## src/rtl/mem_bus_arbiter_pkg.sv

```systemverilog
// Shared definitions for the fetch/data memory arbiter: state encoding, grant codes,
// default widths and the read data returned by an aborted (timed-out) transfer.
package mem_bus_arbiter_pkg;

    localparam int unsigned ADDR_W_DEF = 16;
    localparam int unsigned DATA_W_DEF = 16;
    localparam int unsigned CNT_W      = 8;

    typedef enum logic [1:0] {
        ST_IDLE   = 2'd0,
        ST_ACCESS = 2'd1,
        ST_DONE   = 2'd2
    } state_e;

    localparam logic [1:0] GNT_NONE = 2'b00;
    localparam logic [1:0] GNT_IF   = 2'b01;
    localparam logic [1:0] GNT_D    = 2'b10;

    localparam logic [15:0] TIMEOUT_RDATA = 16'hFFFF;

endpackage

```

## src/rtl/mem_timeout_ctr.sv

```systemverilog
// ACCESS-phase wait counter: cleared outside ACCESS, counts stalled cycles and
// flags the cycle on which the wait limit is reached. Used only with MEM_TIMEOUT_EN.
module mem_timeout_ctr
    import mem_bus_arbiter_pkg::*;
#(
    parameter int unsigned LIMIT = 255
) (
    input  logic clk,
    input  logic reset,
    input  logic clr,
    input  logic en,
    output logic hit_c
);

    logic [CNT_W-1:0] cnt;

    always_ff @(posedge clk or negedge reset) begin
        if (!reset) begin
            cnt <= '0;
        end else if (clr) begin
            cnt <= '0;
        end else if (en) begin
            cnt <= cnt + CNT_W'(1);
        end
    end

    // Hit on the last permitted cycle so the abort lands after exactly LIMIT stalls.
    assign hit_c = (cnt == CNT_W'(LIMIT - 1));

endmodule

```

## src/rtl/mem_bus_arbiter.sv

```systemverilog
// Arbitrates one single-port memory between instruction fetch and data access
// (data wins). Optional ACCESS timeout abort is enabled by defining MEM_TIMEOUT_EN.
module mem_bus_arbiter
    import mem_bus_arbiter_pkg::*;
#(
    parameter int unsigned ADDR_W      = ADDR_W_DEF,
    parameter int unsigned DATA_W      = DATA_W_DEF,
    parameter int unsigned TIMEOUT_CYC = 255
) (
    input  logic              clk,
    input  logic              reset,
    input  logic              if_req,
    input  logic [ADDR_W-1:0] if_addr,
    output logic [DATA_W-1:0] if_rdata,
    output logic              if_ack,
    input  logic              d_req,
    input  logic              d_we,
    input  logic [ADDR_W-1:0] d_addr,
    input  logic [DATA_W-1:0] d_wdata,
    output logic [DATA_W-1:0] d_rdata,
    output logic              d_ack,
    output logic              mem_req,
    output logic              mem_we,
    output logic [ADDR_W-1:0] mem_addr,
    output logic [DATA_W-1:0] mem_wdata,
    input  logic [DATA_W-1:0] mem_rdata,
    input  logic              mem_ack,
    output logic [1:0]        grant,
    output logic              busy,
    output logic              bus_err
);

    state_e            state, state_nx;
    logic              mem_req_nx, mem_we_nx;
    logic [ADDR_W-1:0] mem_addr_nx;
    logic [DATA_W-1:0] mem_wdata_nx;
    logic [DATA_W-1:0] if_rdata_nx, d_rdata_nx;
    logic              if_ack_nx, d_ack_nx;
    logic [1:0]        grant_nx;
    logic              busy_nx, bus_err_nx;
    logic              timeout_c;
    logic [DATA_W-1:0] rd_c;

`ifdef MEM_TIMEOUT_EN
    mem_timeout_ctr #(
        .LIMIT (TIMEOUT_CYC)
    ) u_timeout (
        .clk   (clk),
        .reset (reset),
        .clr   (state != ST_ACCESS),
        .en    ((state == ST_ACCESS) && !mem_ack),
        .hit_c (timeout_c)
    );
`else
    // Without the counter ACCESS waits forever; the limit only matters with it.
    logic unused_timeout_cfg;
    assign unused_timeout_cfg = |TIMEOUT_CYC;
    assign timeout_c = 1'b0;
`endif

    // A real completion beats a simultaneous timeout.
    assign rd_c = mem_ack ? mem_rdata : DATA_W'(TIMEOUT_RDATA);

    // Next-state and next-output logic.
    always_comb begin
        state_nx     = state;
        mem_req_nx   = mem_req;
        mem_we_nx    = mem_we;
        mem_addr_nx  = mem_addr;
        mem_wdata_nx = mem_wdata;
        if_rdata_nx  = if_rdata;
        d_rdata_nx   = d_rdata;
        grant_nx     = grant;
        if_ack_nx    = 1'b0;
        d_ack_nx     = 1'b0;
        bus_err_nx   = 1'b0;

        case (state)
            ST_IDLE: begin
                if (d_req) begin
                    mem_req_nx   = 1'b1;
                    mem_we_nx    = d_we;
                    mem_addr_nx  = d_addr;
                    mem_wdata_nx = d_wdata;
                    grant_nx     = GNT_D;
                    state_nx     = ST_ACCESS;
                end else if (if_req) begin
                    mem_req_nx  = 1'b1;
                    mem_we_nx   = 1'b0;
                    mem_addr_nx = if_addr;
                    grant_nx    = GNT_IF;
                    state_nx    = ST_ACCESS;
                end
            end
            ST_ACCESS: begin
                if (mem_ack || timeout_c) begin
                    mem_req_nx = 1'b0;
                    mem_we_nx  = 1'b0;
                    bus_err_nx = !mem_ack;
                    state_nx   = ST_DONE;
                    if (grant == GNT_IF) begin
                        if_ack_nx   = 1'b1;
                        if_rdata_nx = rd_c;
                    end else begin
                        d_ack_nx = 1'b1;
                        if (!mem_we) begin
                            d_rdata_nx = rd_c;
                        end
                    end
                end
            end
            ST_DONE: begin
                grant_nx = GNT_NONE;
                state_nx = ST_IDLE;
            end
            default: begin
                grant_nx = GNT_NONE;
                state_nx = ST_IDLE;
            end
        endcase

        busy_nx = (state_nx != ST_IDLE);
    end

    // State and registered outputs.
    always_ff @(posedge clk or negedge reset) begin
        if (!reset) begin
            state     <= ST_IDLE;
            mem_req   <= 1'b0;
            mem_we    <= 1'b0;
            mem_addr  <= '0;
            mem_wdata <= '0;
            if_rdata  <= '0;
            d_rdata   <= '0;
            if_ack    <= 1'b0;
            d_ack     <= 1'b0;
            grant     <= GNT_NONE;
            busy      <= 1'b0;
            bus_err   <= 1'b0;
        end else begin
            state     <= state_nx;
            mem_req   <= mem_req_nx;
            mem_we    <= mem_we_nx;
            mem_addr  <= mem_addr_nx;
            mem_wdata <= mem_wdata_nx;
            if_rdata  <= if_rdata_nx;
            d_rdata   <= d_rdata_nx;
            if_ack    <= if_ack_nx;
            d_ack     <= d_ack_nx;
            grant     <= grant_nx;
            busy      <= busy_nx;
            bus_err   <= bus_err_nx;
        end
    end

endmodule

```

## config.mk

```make
export PLATFORM = sky130hd
export DESIGN_NAME = mem_bus_arbiter
export DESIGN_NICKNAME = d
export VERILOG_FILES = /design/src/rtl/mem_bus_arbiter_pkg.sv /design/src/rtl/mem_timeout_ctr.sv /design/src/rtl/mem_bus_arbiter.sv
export SDC_FILE = /design/constraint.sdc
export NUM_CORES = 1
export LEC_CHECK = 0
export BUFFER_PORTS_ARGS = -buffer_cell sky130_fd_sc_hd__buf_2
export CORE_MARGIN = 2
export CORE_UTILIZATION = 49
export DETAILED_ROUTE_END_ITERATION = 10
export PLACE_DENSITY = 0.81
export RECOVER_POWER = 25
export SYNTH_ARGS = -nofsm -noshare
export SYNTH_HDL_FRONTEND = slang
export SYNTH_SLANG_ARGS = --single-unit
```

## constraint.sdc

```tcl
create_clock -name clk -period 4.37 [get_ports clk]
set_input_delay 1.311 -clock clk [delete_from_list [all_inputs] [get_ports clk]]
set_output_delay 1.311 -clock clk [all_outputs]
set_load 0.01 [all_outputs]
```

==> Word-level counts from Yosys, hierarchy flattened <==
Index checks and enable logic that the tools add are counted.
{ "totals": {"ff_bits": 74, "inputBits": 70, "output_inout_bits": 72, "wordCells": 54} }
{ "op_classes": {"eq_ne": 4, "muxes": 24, "n_bitwise": 3, "reduce_logical": 11} }
{ "op_table": {"columns": ["operator", "count"], "rows": [
  ["16-bit two-way mux", 2],
  ["1-bit two-way mux", 13],
  ["2-bit two-way mux", 5],
  ["2-bit one-hot mux with 2 select lines", 2],
  ["2-bit AND reduction", 3],
  ["3-bit AND reduction", 2],
  ["2-bit nonzero test", 3],
  ["2-bit by 1-bit == test with 1-bit output (second input constant)", 2],
  ["1-bit one-hot mux with 2 select lines", 2],
  ["4-bit AND reduction", 1],
  ["3-bit != test (second input constant)", 1],
  ["1-bit NOT", 3],
  ["2-bit logical NOT", 1],
  ["2-bit != test (second input constant)", 1],
  ["1-bit logical NOT", 1]
]} }

==> Longest topological paths before layout <==
Gate-level depths: netlist of run 1.
{ "logic_depth": {"depth_word": 4, "depth_mapped": 5, "depth_no_buf": 3} }

==> Worst setup path before layout of run 1 <==
OpenSTA, ideal clock, no wires.
{ "synth_path": {"path_type": "input -> register", "start": "input port d_req", "end": "register mem_addr[10]", "setup_time_ns": 0.125, "t_arrival_ns": 2.338, "required_time_ns": 4.245, "slack_ns": 1.907, "cell_stages": 5, "path_buffers": 3, "path_cell_list": "buf_2 > o21a_1 > buf_2 > buf_2 > mux2_2"} }
{ "synth_between": {"elab_chain_cells": 2, "elab_cells_between_ends": 3, "cone_classes": "mux (1); reduce/logical (2)"} }
{ "synth_rtl": {"columns": ["item", "line", "source"], "rows": [
  ["start, declared", "mem_bus_arbiter.sv:16", "input logic d_req,"],
  ["2-bit nonzero test (no source line)", null, null],
  ["2-bit AND reduction (no source line)", null, null],
  ["end signal, assigned", "mem_bus_arbiter.sv:144", "mem_addr <= mem_addr_nx;"],
  ["end, declared", "mem_bus_arbiter.sv:24", "output logic [ADDR_W-1:0] mem_addr,"]
]} }
Parallel ways exist; a longest one is shown, timed or not.
A chain may end at the register's enable or synchronous reset.

==> metrics.log, run 1 <==
INFO  metric status = finished clean
INFO  metric detail_route.wirelength = 5740 microns
INFO  metric power.leakage = 1.91 nW
INFO  metric largest_family_of_logic_cells_by_synthesized_area = multiplexers
INFO  metric cp_num_buf_inv = 2
INFO  metric hold_path.class = flip-flop to flip-flop
INFO  metric setup.worst_path.class = input pin to async pin
INFO  metric insertion_delay = 330 ps
INFO  metric layout.filler_cells = 444
INFO  metric dp_hpwl = 4370 microns
INFO  metric antenna_cell_count = 0
INFO  metric synth_seq_cells = 73
INFO  metric floorplan_row_count = 28
INFO  metric seq_area_frac_synth = 61.7%
INFO  metric syn_area = 2960 sq um
INFO  metric fin_worst_skew = 6.70 ps
INFO  metric worstSetupEndpointType = async pin
INFO  metric drc = 0
INFO  metric finalMaxSlewViolations = 0
INFO  metric cp_cell_sequence = clkbuf_1, clkbuf_1
INFO  metric floorplan.die_area = 6680 sq um
INFO  metric synth_largest_type_area_fraction = 61.7%
INFO  metric synth_top_cell_by_area = dfrtp_1
INFO  metric cts.root.buffer_cell = clkbuf_8
INFO  metric hold_path_startpoint = mem_req
INFO  metric critical_path.most_common_cell = clkbuf_1
INFO  metric ctsHtreeMaxLevel = 3
INFO  metric period_utilization = 62.1%
INFO  metric clk_pin_slew_worst_paths = 80 ps
INFO  metric cts_tree = built
INFO  metric yosysUniqueCellTypes = 19
INFO  metric post-cts-setup-buffer-count = 0
INFO  metric post_cts.resized_instances = 0
INFO  metric chipHeight = 81.7 microns
INFO  metric worstPathMaxFanout = 22
INFO  metric final_layout_size_suffix_gt1_share = 71.4%
INFO  metric worst_path_largest_cell_delay = 920 ps
INFO  metric fin_tns_setup = 0 ps
INFO  metric wire_length_of_the_first_global_routing_pass = 9000 microns
INFO  metric cp_slowest_cell = clkbuf_1
INFO  metric clock_sink_count = 73
INFO  metric final-setup-viol-count = 0
INFO  metric finalCriticalPeriod = 2720 ps
INFO  metric syn_area_per_cell = 15.9 sq um
INFO  metric multi_input_area = 1050 sq um
INFO  metric vias = 2,006
INFO  metric max_cap_viol_count = 0
INFO  metric synthAdderAreaFrac = 0%
INFO  metric initial_utilization = 50.3%
INFO  metric overflow = 0
INFO  metric post_drt_via_cell_ratio = 4.88
INFO  metric synthMuxAreaShare = 30.4%
INFO  metric io-pin-count = 142
INFO  metric critical_path_source_type = input pin
INFO  metric detail_route.wl_per_cell = 14.0 microns
INFO  metric cp.required = 4640 ps
INFO  metric finalHoldViolCount = 0
INFO  metric detail_route.iter0.violations = 47
INFO  metric worst_r2r_startpoint = state[1]
INFO  metric critPathLaunch = reset
INFO  metric yosys.area_share.xor_xnor = 0%
INFO  metric initial_antenna_violation_count = 0
INFO  metric synth-simple-area-share = 3.89%
INFO  metric fp.coreArea = 5890 sq um
INFO  metric gp_routability_congestion = 0.697
INFO  metric arrival = 2990 ps
INFO  metric cts-buffers-inserted = 9
INFO  metric seq_area = 1830 sq um
INFO  metric tightest_slew = 1150 ps
INFO  metric layout_area_growth_over_synthesis = 31.4%
INFO  metric die_w = 81.7 microns
INFO  metric synth_compound_area_share = 1.31%
INFO  metric grt_pass1_vias = 2,028
INFO  metric preCtsSetupSlack = 1500 ps
INFO  metric irDropWorstVdd = 0.000388 V
INFO  metric finalPower = 0.00277 W
INFO  metric setup_ws = 1650 ps
INFO  metric max-clock-path-buffers = 2
INFO  metric power.density = 712 nW/um^2
INFO  metric place.port_buffers = 140
INFO  metric globalRouteTotalUtil = 17.8%
INFO  metric synth_nets = 256
INFO  metric firstDrtPassIters = 4
INFO  metric cp_top_family = buffers and inverters
INFO  metric post_synth_main_area_contributors = dfrtp_1 62%, mux2_2 30%, buf_6 1.1%
INFO  metric largest_net_degree_at_the_start_of_global_routing = 33
INFO  metric rsz0062_at_grt = false
INFO  metric achievable-frequency = 368 MHz
INFO  metric ys.warnings.count = 0
INFO  metric finish.net_count = 401
INFO  metric max_slew_headroom = 23.7%
INFO  metric drt.antenna.violating_nets = 0
INFO  metric post_cts_hold_buffer_count = 0
INFO  metric post_synth_inst_count = 186
path summary, 6_finish.rpt:
path	endpoint	slack (ps)	depth (start not counted)
worst max-delay path	mem_wdata[0]	1650	2
worst min-delay path	mem_req	490	2
worst max register to register	d_rdata[3]	2290	3
worst min register to register	mem_req	490	2
max in group clk	d_rdata[3]	1750	4
min in group asynchronous	d_rdata[9]	1140	1
layer usage:
layer	GRT usage [%]	part of all wire [%]
met5	0	0
met4	5.50	0.33
met3	5.71	9.2
met2	30.7	48
met1	21.3	43
through the flow:
step / cell area, sq um / utilization [%] / cells / hold slack, ps
2_1_floorplan: 2960 / - / 186 / 478
3_3_place_gp: 3710 / 63.0 / 395 / 459
3_5_place_dp: 3710 / 63.0 / 395 / 475
4_1_cts: 3910 / 66.3 / 411 / 495
5_1_grt: 3890 / 66.1 / 411 / 522
6_report: 3890 / 66.1 / 411 / 488
Yosys cell counts:
library cell  count
inv_1             2
and4_1            1
nand2b_1          2
o21ai_0           2
mux2_2           80
buf_2             5
conb_1            1
o21a_1            1
nor3_4            2
a21oi_1           1
buf_4             1
nor2_1            3
a211oi_1          1
nor2b_1           3
a31o_2            1
nand3b_4          1
buf_6             3
dfrtp_1          73
nand2_1           3
flip-flops by register name, indices dropped and copies added, names as in the netlist:
name / count
d_rdata: 16
if_rdata: 16
mem_addr: 16
mem_wdata: 16
grant: 2
state: 2
busy: 1
d_ack: 1
if_ack: 1
mem_req: 1
mem_we: 1
report_power, final:
group | leakage (nW) | internal (W) | total [W] | switching [W]
combinational | 0.947 | 0.000578 | 0.00108 | 0.000505
clock | 0.0912 | 0.000262 | 0.000508 | 0.000246
sequential | 0.871 | 0.00101 | 0.00118 | 0.000167
final cells by class:
cell class | count | area share [%]
sequential | 73 | 47.0
multi-input combinational | 102 | 26.9
timing repair buffer | 143 | 18.5
clock buffer | 9 | 3.19
tap | 75 | 2.41
clock inverter | 7 | 1.83
inverter | 2 | 0.193
layout by cell type (no fill, tap or decap):
cell        instances
clkinv_4            1
clkbuf_8            9
nor2_1              3
nor3_4              2
dfrtp_1            73
o21a_1              1
nor2b_1             3
and4_1              1
nand2_1             3
nand2b_1            2
a211oi_1            1
buf_4               2
a31o_2              1
mux2_2             80
clkbuf_1            2
clkinvlp_4          3
o21ai_0             2
nand3b_1            1
conb_1              1
a21oi_1             1
buf_2             139
inv_1               2
bufinv_16           1
clkinv_2            2
cells by family after synthesis:
| logic type | after synthesis |
|---|---|
| other | 1 |
| buffers and inverters | 11 |
| AOI/OAI and AO/OA | 6 |
| and+or+nand+nor | 15 |
| muxes | 80 |
| DFF | 73 |
(Power assumes the default switching activity.)
==> run 2: changes to the inputs <==
ABC_AREA = 1   (was default)
CORE_UTILIZATION = 42   (was 49)
PLACE_DENSITY = 0.73   (was 0.81)
clock period = 2.3 ns   (was 4.37 ns; I/O delays follow)
==> metrics.log, run 2 <==
INFO  metric place.port_buffers = 140
INFO  metric clk_pin_slew_worst_paths = 80 ps
INFO  metric yosysUniqueCellTypes = 21
INFO  metric arrival = 1880 ps
INFO  metric globalRouteTotalUtil = 19.0%
INFO  metric antenna_cell_count = 0
INFO  metric grt_pass1_vias = 2,732
INFO  metric yosys_most_used_dff = dfrtp_1
INFO  metric synth.cells.most_frequent = 225 x nand2_1, 73 x dfrtp_1, 17 x nand3_1, 17 x o21ai_0, 6 x inv_1
INFO  metric power.density = 1350 nW/um^2
INFO  metric cts.root.buffer_cell = clkbuf_8
INFO  metric drc = 0
INFO  metric detail_route.wirelength = 7380 microns
INFO  metric setup.worst_path.class = flip-flop to flip-flop
INFO  metric post_drt_via_cell_ratio = 4.56
INFO  metric initial_antenna_violation_count = 0
INFO  metric final_layout_size_suffix_gt1_share = 32.7%
INFO  metric hold_path.class = input pin to async pin
INFO  metric syn_area = 3090 sq um
INFO  metric finish.net_count = 579
INFO  metric max_cap_viol_count = 0
INFO  metric seq_area = 1830 sq um
INFO  metric cts-buffers-inserted = 9
INFO  metric critical_path.most_common_cell = nand2_1
INFO  metric cts_tree = built
INFO  metric overflow = 0
INFO  metric ys.warnings.count = 0
INFO  metric worst_path_largest_cell_delay = 460 ps
INFO  metric synth_compound_area_share = 3.36%
INFO  metric post_synth_main_area_contributors = dfrtp_1 59%, nand2_1 27%, nand3_1 2.8%
INFO  metric layout_area_growth_over_synthesis = 32.2%
INFO  metric worstPathMaxFanout = 17
INFO  metric synthMuxAreaShare = 0%
INFO  metric cp_slowest_cell = nor2_4
INFO  metric most_common_cell_after_layout_fill_and_taps_aside = nand2_1
INFO  metric cp.required = 2570 ps
INFO  metric finalCriticalPeriod = 1610 ps
INFO  metric setup_ws = 686 ps
INFO  metric most-common-layout-cells = 225 x nand2_1, 138 x buf_2, 73 x dfrtp_1, 17 x o21ai_0, 17 x nand3_1
INFO  metric synthAdderAreaFrac = 0%
INFO  metric floorplan_row_count = 31
INFO  metric max-clock-path-buffers = 2
INFO  metric rsz0062_at_grt = false
INFO  metric vias = 2,794
INFO  metric chipHeight = 89.8 microns
INFO  metric cp_num_buf_inv = 0
INFO  metric insertion_delay = 340 ps
INFO  metric dp_hpwl = 5450 microns
INFO  metric cp_top_family = simple AND/OR/NAND/NOR gates
INFO  metric detail_route.wl_per_cell = 12.0 microns
INFO  metric synth_enable_flop_cells = 0
INFO  metric final-setup-viol-count = 0
INFO  metric irDropWorstVdd = 0.000591 V
INFO  metric synthMostInstantiatedCell = nand2_1
INFO  metric finalHoldViolCount = 0
INFO  metric fin_worst_skew = 7.59 ps
INFO  metric power.leakage = 2.45 nW
INFO  metric seq_area_frac_synth = 59.1%
INFO  metric multi_input_area = 1120 sq um
INFO  metric fp.coreArea = 7180 sq um
INFO  metric io-pin-count = 142
INFO  metric layout.filler_cells = 703
INFO  metric synth_seq_cells = 73
INFO  metric drt.antenna.violating_nets = 0
INFO  metric period_utilization = 70.2%
INFO  metric fin_tns_setup = 0 ps
INFO  metric status = finished clean
INFO  metric critical_path_source_type = flip-flop
INFO  metric synth-simple-area-share = 32.7%
INFO  metric largest_net_degree_at_the_start_of_global_routing = 35
INFO  metric wire_length_of_the_first_global_routing_pass = 12,500 microns
INFO  metric achievable-frequency = 620 MHz
INFO  metric gp_routability_congestion = 0.761
INFO  metric synth_top_cell_by_area = dfrtp_1
INFO  metric post_cts_hold_buffer_count = 0
INFO  metric synth_largest_type_area_fraction = 59.1%
INFO  metric preCtsSetupSlack = 501 ps
INFO  metric r2r_setup_slack = 690 ps
INFO  metric largest_family_of_logic_cells_by_synthesized_area = simple AND/OR/NAND/NOR gates
INFO  metric synth_nets = 439
INFO  metric yosys.area_share.xor_xnor = 0%
INFO  metric initial_utilization = 43.1%
INFO  metric max_slew_headroom = 45.6%
INFO  metric floorplan.die_area = 8060 sq um
INFO  metric die_w = 89.8 microns
INFO  metric detail_route.iter0.violations = 107
INFO  metric clock_sink_count = 73
INFO  metric cp_cell_sequence = nand2_2, nand2_1, nor2_4, nand2_1, nand2_1
INFO  metric worstSetupEndpointType = flip-flop
INFO  metric post-cts-setup-buffer-count = 0
INFO  metric post_cts.resized_instances = 0
INFO  metric firstDrtPassIters = 5
INFO  metric syn_area_per_cell = 8.37 sq um
INFO  metric finalMaxSlewViolations = 0
INFO  metric synth_async_sr_flop_share = 100%
INFO  metric tightest_slew = 816 ps
INFO  metric ctsHtreeMaxLevel = 3
INFO  metric post_synth_inst_count = 369
[run 2: cell types whose count changed in the layout (fill, tap and decap cells not counted), moves of 3 or more]
cell     previous run  this run
inv_1               2         6
buf_4               2         5
nand3_1             0        17
nand2_1             3       225
o21ai_0             2        17
mux2_2             80         0
nor2b_1             3         0
[run 2: area by class of cell]
type	instances	share of cell area (%)
multi-input combinational	271	27.4
sequential	73	44.7
inverter	8	0.735
clock inverter	5	2.51
timing repair buffer	146	18.2
tap	99	3.03
clock buffer	11	3.46
[run 2: kinds of logic (layout without fill, tap and decap cells)]
logic type,count (synthesis),after routing
and+or+nand+nor,250,250
buffers and inverters,25,170
other,1,1
AOI/OAI and AO/OA,20,20
DFF,73,73
[run 2: stage by stage]
step / cell area (sq um) / total power, W / util (%) / hold WS (ps) / cells
3_3_place_gp: 3850 / 0.00428 / 53.6 / 448 / 597
4_1_cts: 4090 / 0.00556 / 57.0 / 288 / 613
2_1_floorplan: 3090 / 0.00344 / - / 394 / 369
3_5_place_dp: 3850 / 0.00434 / 53.6 / 453 / 597
5_1_grt: 4080 / 0.00592 / 56.9 / 492 / 613
6_report: 4080 / 0.00550 / 56.9 / 433 / 613
[run 2: path summary, 6_finish.rpt]
check | start | to | depth (start not counted)
worst min register to register | mem_wdata[14] | mem_wdata[14] | 2
worst max-delay path | grant[0] | d_rdata[14] | 5
worst max register to register | grant[0] | d_rdata[14] | 5
worst min-delay path | reset | d_rdata[7] | 1
min in group clk | mem_wdata[14] | mem_wdata[14] | 2
max in group asynchronous | reset | d_rdata[10] | 2
[run 2: report_power, final]
| group | internal [W] | switching, W |
|---|---|---|
| clock | 0.000749 | 0.000460 |
| combinational | 0.000783 | 0.00129 |
| sequential | 0.00188 | 0.000333 |
[run 2: metal layers]
layer	vias up	track usage (%)	routed length, microns
met3	9	4.19	458
met4	0	7.31	109
li1	1411	-	-
met1	1270	25.3	3390
met2	104	30.7	3430
met5	-	0	0
